## src/rtl/tt_uart_pkg.sv

```systemverilog
// Shared UART frame types and constants.
// TT_UART_TX_PARITY_EN adds the PARITY state to the frame sequence.
package tt_uart_pkg;

    localparam int unsigned UART_DATA_BITS  = 8;
    localparam logic        UART_IDLE_LEVEL = 1'b1;
    localparam int unsigned UART_BIT_CNT_W  = $clog2(UART_DATA_BITS);
    localparam int unsigned UART_STATE_W    = 3;

`ifdef TT_UART_TX_PARITY_EN
    typedef enum logic [UART_STATE_W-1:0] {
        ST_IDLE   = 3'd0,
        ST_START  = 3'd1,
        ST_DATA   = 3'd2,
        ST_PARITY = 3'd3,
        ST_STOP   = 3'd4
    } uart_state_e;
`else
    typedef enum logic [UART_STATE_W-1:0] {
        ST_IDLE  = 3'd0,
        ST_START = 3'd1,
        ST_DATA  = 3'd2,
        ST_STOP  = 3'd4
    } uart_state_e;
`endif

    function automatic logic even_parity(input logic [UART_DATA_BITS-1:0] d);
        return ^d;
    endfunction

endpackage

```

## src/rtl/tt_uart_baud_tick.sv

```systemverilog
// Loadable bit-period down-counter: o_tick_c marks the last clock of each bit period,
// o_next_tick_c predicts that the following clock will be the last one.
module tt_uart_baud_tick #(
    parameter int unsigned DIV_W = 12
) (
    input  logic             i_clk,
    input  logic             i_rst,
    input  logic             i_load,
    input  logic [DIV_W-1:0] i_div,
    output logic             o_tick_c,
    output logic             o_next_tick_c
);

    logic [DIV_W-1:0] r_cnt;
    logic [DIV_W-1:0] r_div;

    // Divisor is captured on load so later input changes cannot disturb a frame.
    always_ff @(posedge i_clk) begin
        if (i_rst) begin
            r_cnt <= '0;
            r_div <= '0;
        end else if (i_load) begin
            r_cnt <= i_div;
            r_div <= i_div;
        end else if (r_cnt == '0) begin
            r_cnt <= r_div;
        end else begin
            r_cnt <= r_cnt - DIV_W'(1);
        end
    end

    assign o_tick_c = (r_cnt == '0);

    always_comb begin
        if (i_load) begin
            o_next_tick_c = (i_div == '0);
        end else if (r_cnt == '0) begin
            o_next_tick_c = (r_div == '0);
        end else begin
            o_next_tick_c = (r_cnt == DIV_W'(1));
        end
    end

endmodule

```

## src/rtl/tt_uart_tx.sv

```systemverilog
// UART transmitter: start, 8 data bits LSB first, STOP_BITS stop bits, per-frame latched divisor.
// Define TT_UART_TX_PARITY_EN to insert an even-parity bit after the data bits.
module tt_uart_tx
    import tt_uart_pkg::*;
#(
    parameter int unsigned DIV_W     = 12,
    parameter int unsigned STOP_BITS = 1
) (
    input  logic                      clk,
    input  logic                      rst,
    input  logic [UART_DATA_BITS-1:0] data_in,
    input  logic                      data_valid,
    output logic                      data_ready,
    input  logic [DIV_W-1:0]          baud_div,
    output logic                      tx,
    output logic                      busy
);

    localparam int unsigned            STOP_CNT_W = 1;
    localparam logic [STOP_CNT_W-1:0]  STOP_LAST  = STOP_CNT_W'(STOP_BITS - 1);
    localparam logic [UART_BIT_CNT_W-1:0] BIT_LAST = UART_BIT_CNT_W'(UART_DATA_BITS - 1);

    uart_state_e                r_state, w_state_nxt;
    logic [UART_DATA_BITS-1:0]  r_shift, w_shift_nxt;
    logic [UART_BIT_CNT_W-1:0]  r_bit_cnt, w_bit_cnt_nxt;
    logic [STOP_CNT_W-1:0]      r_stop_cnt, w_stop_cnt_nxt;
    logic                       r_tx, w_tx_nxt;
    logic                       r_busy, w_busy_nxt;
    logic                       r_data_ready, w_data_ready_nxt;
    logic                       w_accept;
    logic                       w_tick;
    logic                       w_next_tick;
`ifdef TT_UART_TX_PARITY_EN
    logic                       r_parity, w_parity_nxt;
`endif

    assign w_accept   = data_valid & r_data_ready;
    assign data_ready = r_data_ready;
    assign tx         = r_tx;
    assign busy       = r_busy;

    tt_uart_baud_tick #(
        .DIV_W (DIV_W)
    ) u_baud_tick (
        .i_clk         (clk),
        .i_rst         (rst),
        .i_load        (w_accept),
        .i_div         (baud_div),
        .o_tick_c      (w_tick),
        .o_next_tick_c (w_next_tick)
    );

    // State, datapath and registered outputs.
    always_ff @(posedge clk) begin
        if (rst) begin
            r_state      <= ST_IDLE;
            r_shift      <= '0;
            r_bit_cnt    <= '0;
            r_stop_cnt   <= '0;
            r_tx         <= UART_IDLE_LEVEL;
            r_busy       <= 1'b0;
            r_data_ready <= 1'b0;
`ifdef TT_UART_TX_PARITY_EN
            r_parity     <= 1'b0;
`endif
        end else begin
            r_state      <= w_state_nxt;
            r_shift      <= w_shift_nxt;
            r_bit_cnt    <= w_bit_cnt_nxt;
            r_stop_cnt   <= w_stop_cnt_nxt;
            r_tx         <= w_tx_nxt;
            r_busy       <= w_busy_nxt;
            r_data_ready <= w_data_ready_nxt;
`ifdef TT_UART_TX_PARITY_EN
            r_parity     <= w_parity_nxt;
`endif
        end
    end

    // Next state; every state advances only on the last clock of its bit period.
    always_comb begin
        w_state_nxt    = r_state;
        w_shift_nxt    = r_shift;
        w_bit_cnt_nxt  = r_bit_cnt;
        w_stop_cnt_nxt = r_stop_cnt;
`ifdef TT_UART_TX_PARITY_EN
        w_parity_nxt   = r_parity;
`endif
        case (r_state)
            ST_IDLE: begin
                if (w_accept) w_state_nxt = ST_START;
            end
            ST_START: begin
                if (w_tick) w_state_nxt = ST_DATA;
            end
            ST_DATA: begin
                if (w_tick) begin
                    if (r_bit_cnt == BIT_LAST) begin
`ifdef TT_UART_TX_PARITY_EN
                        w_state_nxt = ST_PARITY;
`else
                        w_state_nxt = ST_STOP;
`endif
                    end else begin
                        w_bit_cnt_nxt = r_bit_cnt + UART_BIT_CNT_W'(1);
                        w_shift_nxt   = {1'b0, r_shift[UART_DATA_BITS-1:1]};
                    end
                end
            end
`ifdef TT_UART_TX_PARITY_EN
            ST_PARITY: begin
                if (w_tick) w_state_nxt = ST_STOP;
            end
`endif
            ST_STOP: begin
                if (w_tick) begin
                    if (r_stop_cnt == STOP_LAST) begin
                        w_state_nxt = w_accept ? ST_START : ST_IDLE;
                    end else begin
                        w_stop_cnt_nxt = STOP_CNT_W'(r_stop_cnt + 1'b1);
                    end
                end
            end
            default: w_state_nxt = ST_IDLE;
        endcase
        if (w_accept) begin
            w_shift_nxt    = data_in;
            w_bit_cnt_nxt  = '0;
            w_stop_cnt_nxt = '0;
`ifdef TT_UART_TX_PARITY_EN
            w_parity_nxt   = even_parity(data_in);
`endif
        end
    end

    // Outputs are decoded from the next state so they line up with the state register.
    always_comb begin
        w_tx_nxt         = UART_IDLE_LEVEL;
        w_busy_nxt       = (w_state_nxt != ST_IDLE);
        w_data_ready_nxt = (w_state_nxt == ST_IDLE) ||
                           ((w_state_nxt == ST_STOP) && (w_stop_cnt_nxt == STOP_LAST) && w_next_tick);
        case (w_state_nxt)
            ST_START:  w_tx_nxt = ~UART_IDLE_LEVEL;
            ST_DATA:   w_tx_nxt = w_shift_nxt[0];
`ifdef TT_UART_TX_PARITY_EN
            ST_PARITY: w_tx_nxt = w_parity_nxt;
`endif
            default:   w_tx_nxt = UART_IDLE_LEVEL;
        endcase
    end

endmodule
```

## config.mk

```make
export PLATFORM = sky130hd
export DESIGN_NAME = tt_uart_tx
export DESIGN_NICKNAME = d
export VERILOG_FILES = /design/src/rtl/tt_uart_pkg.sv /design/src/rtl/tt_uart_baud_tick.sv /design/src/rtl/tt_uart_tx.sv
export SDC_FILE = /design/constraint.sdc
export NUM_CORES = 1
export LEC_CHECK = 0
export CAP_MARGIN = 20
export CORE_ASPECT_RATIO = 2
export CORE_MARGIN = 2
export CORE_UTILIZATION = 35
export CTS_CLUSTER_DIAMETER = 50
export DETAILED_ROUTE_END_ITERATION = 7
export GPL_TIMING_DRIVEN = 0
export HOLD_SLACK_MARGIN = 0.03
export SLEW_MARGIN = 20
export SYNTH_ARGS = -nofsm -noshare
export SYNTH_HDL_FRONTEND = slang
export SYNTH_HIERARCHICAL = 1
export SYNTH_SLANG_ARGS = --single-unit
export TNS_END_PERCENT = 50
```

## constraint.sdc

```tcl
create_clock -name clk -period 2.58 [get_ports clk]
set_input_delay 0.516 -clock clk [delete_from_list [all_inputs] [get_ports clk]]
set_output_delay 0.516 -clock clk [all_outputs]
set_load 0.005 [all_outputs]
```

==> results.toml, run 1 <==
[outcome]
outcome = "finished clean"

[timing]
fin_crit_sh_pct = 94.98
fin_ws_ps = 129.6
report.final.slew_viol_count = 0
clock.fmax_mhz = 408.1
hold_viol = 0
hold_slack_ps = 495.5
max_slew_margin_pct = 55.06
finalSetupViolations = 0
fin_skew_ps = 3.773
period_needed_ps = 2450
worst_slew_pin_slew_ps = 668.5

[clock_tree]
clkTransAtPathRegs_ps = 60
cts_max_path_buffers = 2
cts_root_buf = "clkbuf_16"
cts_hold_buf = 0
htreeDepth = 2
clk_latency_ps = 280
cts_tree = "done"
cts-buffers-inserted = 5
clock_sinks = 42

[yosys]
syn_area_um2 = 2140
syn_nets = 274
ys_seq_area_share_pct = 39.30
synth_edf_count = 0
synth-async-reset-ratio_pct = 0
ys_types = 57
synthCells = 246
synthFlopType = "dfxtp_1"
ys_ff_latch = 42
ys_warn_count = 6
avgSynthCellArea_um2 = 8.697

[setup_path]
critPathSlowestCell = "or4b_1"
worstPathRequired_ps = 2800
worst_setup_path_end_kind = "flip-flop"
startpoint_type = "flip-flop"
crit_type = "reg2reg"
cp.arrival_ps = 2680
cp_max_fo = 5
crit_chain = "inv_1 > ha_2 > nor4b_4 > and4_1 > buf_6 > nand2b_4 > or4b_1 > a31oi_4 > o22a_1"
slowest_delay_ps = 550

[routing]
drc = 0
viasPerCell = 5.736
firstDrtPassIters = 4
routedWlPerCell_um = 16.60
drtIter0Drc = 60
num_vias = 1979
wl_mm = 5.727
ant_nets = 0

[layout]
mostFrequentLayoutCells = "dfxtp_1, nor2_1, clkdlybuf4s50_1"
diodes = 0
final_common_cell = "dfxtp_1"
fillCellCount = 602
synthToLayoutAreaGrowth_pct = 24.80
drive_gt1_share_pct = 10.64
final_nets = 309

[placed_design]
gp_congestion = 0.8503
numPortBuffers = 24
dp_hpwl_mm = 4.344
place_ws_ps = -307.7

[hold_path]
hold_class = "reg2reg"

[die]
dieHeight_um = 114.6
rows = 40
core_area_um2 = 5956
dieArea_um2 = 6792
initial_core_util_pct = 35.92
die_x_um = 59.29
num_io_pins = 26

[grt]
grt_pass1_vias = 1972
antenna_found_initial = 0
overflow = 0
grt_pass1_wl_mm = 9.453
track_usage_pct = 18.42
grt_max_degree = 15

[run]
maxCapViolCount = 0

[power_and_ir_drop]
p_per_area_nw_per_um2 = 984.2
worst_ir_drop_vdd_mv = 0.4295
p_leak_nw = 0.9629
power_w = 0.002628
==> stage by stage <==
step	setup TNS, ps	util [%]	cell area [µm²]	cells
final	0	44.83	2670	345
after global routing	-3.657	44.83	2670	345
after CTS	0	43.87	2613	341
after detailed placement	-307.7	41.28	2459	333
after global placement	-351.7	41.28	2459	333
after floorplan	0	-	2140	246
==> Yosys cell counts (3+ instances only) <==
master | n | area share, %
nor2_1 | 28 | 4.9
o21ai_0 | 6 | 1.4
o32ai_1 | 5 | 2.0
clkbuf_1 | 10 | 1.8
nor3_1 | 12 | 2.8
ha_1 | 5 | 2.9
a211oi_1 | 7 | 2.5
a21oi_1 | 14 | 3.3
nand2b_1 | 16 | 4.7
mux2i_1 | 8 | 3.7
nand2_1 | 18 | 3.2
inv_1 | 6 | 1.1
nor2b_1 | 4 | 1.2
nor4_1 | 7 | 2.0
and2_1 | 3 | 0.88
o22ai_1 | 5 | 1.5
dfxtp_1 | 42 | 39
a31oi_1 | 3 | 0.88
==> layer usage <==
| layer | vias up | global-route usage [%] | part of all wire (%) |
|---|---|---|---|
| li1 | 973 | - | - |
| met1 | 938 | 17.70 | 36 |
| met2 | 48 | 34.36 | 56 |
| met3 | 20 | 2.825 | 2.9 |
| met4 | 0 | 11.21 | 4.9 |
| met5 | - | 0 | 0 |
==> registers in the layout (all words and copies together) (netlist names) <==
register           cells
u_baud_tick/r_cnt     12
tx                     1
u_baud_tick/r_div     12
r_bit_cnt              3
r_shift                8
r_stop_cnt             1
r_state                3
data_ready             1
busy                   1
==> area by class of cell <==
type / count / area (µm²) / area share (%)
clock buffer: 7 / 142.6 / 5.342
multi-input combinational: 185 / 1246 / 46.67
buffer: 13 / 63.81 / 2.390
tap: 63 / 78.83 / 2.952
sequential: 42 / 840.8 / 31.49
timing repair buffer: 28 / 270.3 / 10.12
inverter: 6 / 22.52 / 0.8435
clock inverter: 1 / 5.005 / 0.1874
==> final timing paths <==
path,depth (start not counted),start,slack (ps),end
setup / recovery,9,u_baud_tick/r_cnt[0],130,tx
hold / removal,2,u_baud_tick/r_div[6],500,u_baud_tick/r_div[6]
setup reg to reg,9,u_baud_tick/r_cnt[0],130,tx
hold reg to reg,2,u_baud_tick/r_div[6],500,u_baud_tick/r_div[6]
==> timing repair <==
item / 4_1_cts / 5_1_grt
pin swaps: 0 / 1
resized for setup: 1 / 8
buffers inserted: 0 / 4
cloned: 0 / 0
endpoints found under the setup margin: 1 / 9
==> power breakdown <==
group,leakage [nW],internal (W),switching [W]
logic,0.545,0.000522,0.000561
clock network,0.0739,0.000383,0.000239
registers,0.344,0.000780,0.000142
==> kinds of logic after synthesis <==
group,count (synthesis),share of synthesized area [%]
buffers and inverters,19,3.918
adders and majority gates,5,2.924
and+or+nand+nor,106,27.95
DFF,42,39.30
xor gates and xnor gates,3,1.228
AOI/OAI and AO/OA,62,20.41
muxes,9,4.269
==> critical path: cells and delay by family (launching register included) <==
family	cells	cell delay (ps)
AO/OA/AOI/OAI	2	370
AND/OR/NAND/NOR	4	1200
flip-flops	1	350
buffers and inverters	2	250
adder cells (fa/ha/maj)	1	220
Note: power is estimated with default switching activity, not from simulation.
==> run 2: changes to the inputs <==
SETUP_SLACK_MARGIN = 0.02   (was not set)
==> results of run 2 <==
The final DEF is identical to that of run 1. Status: finished clean.
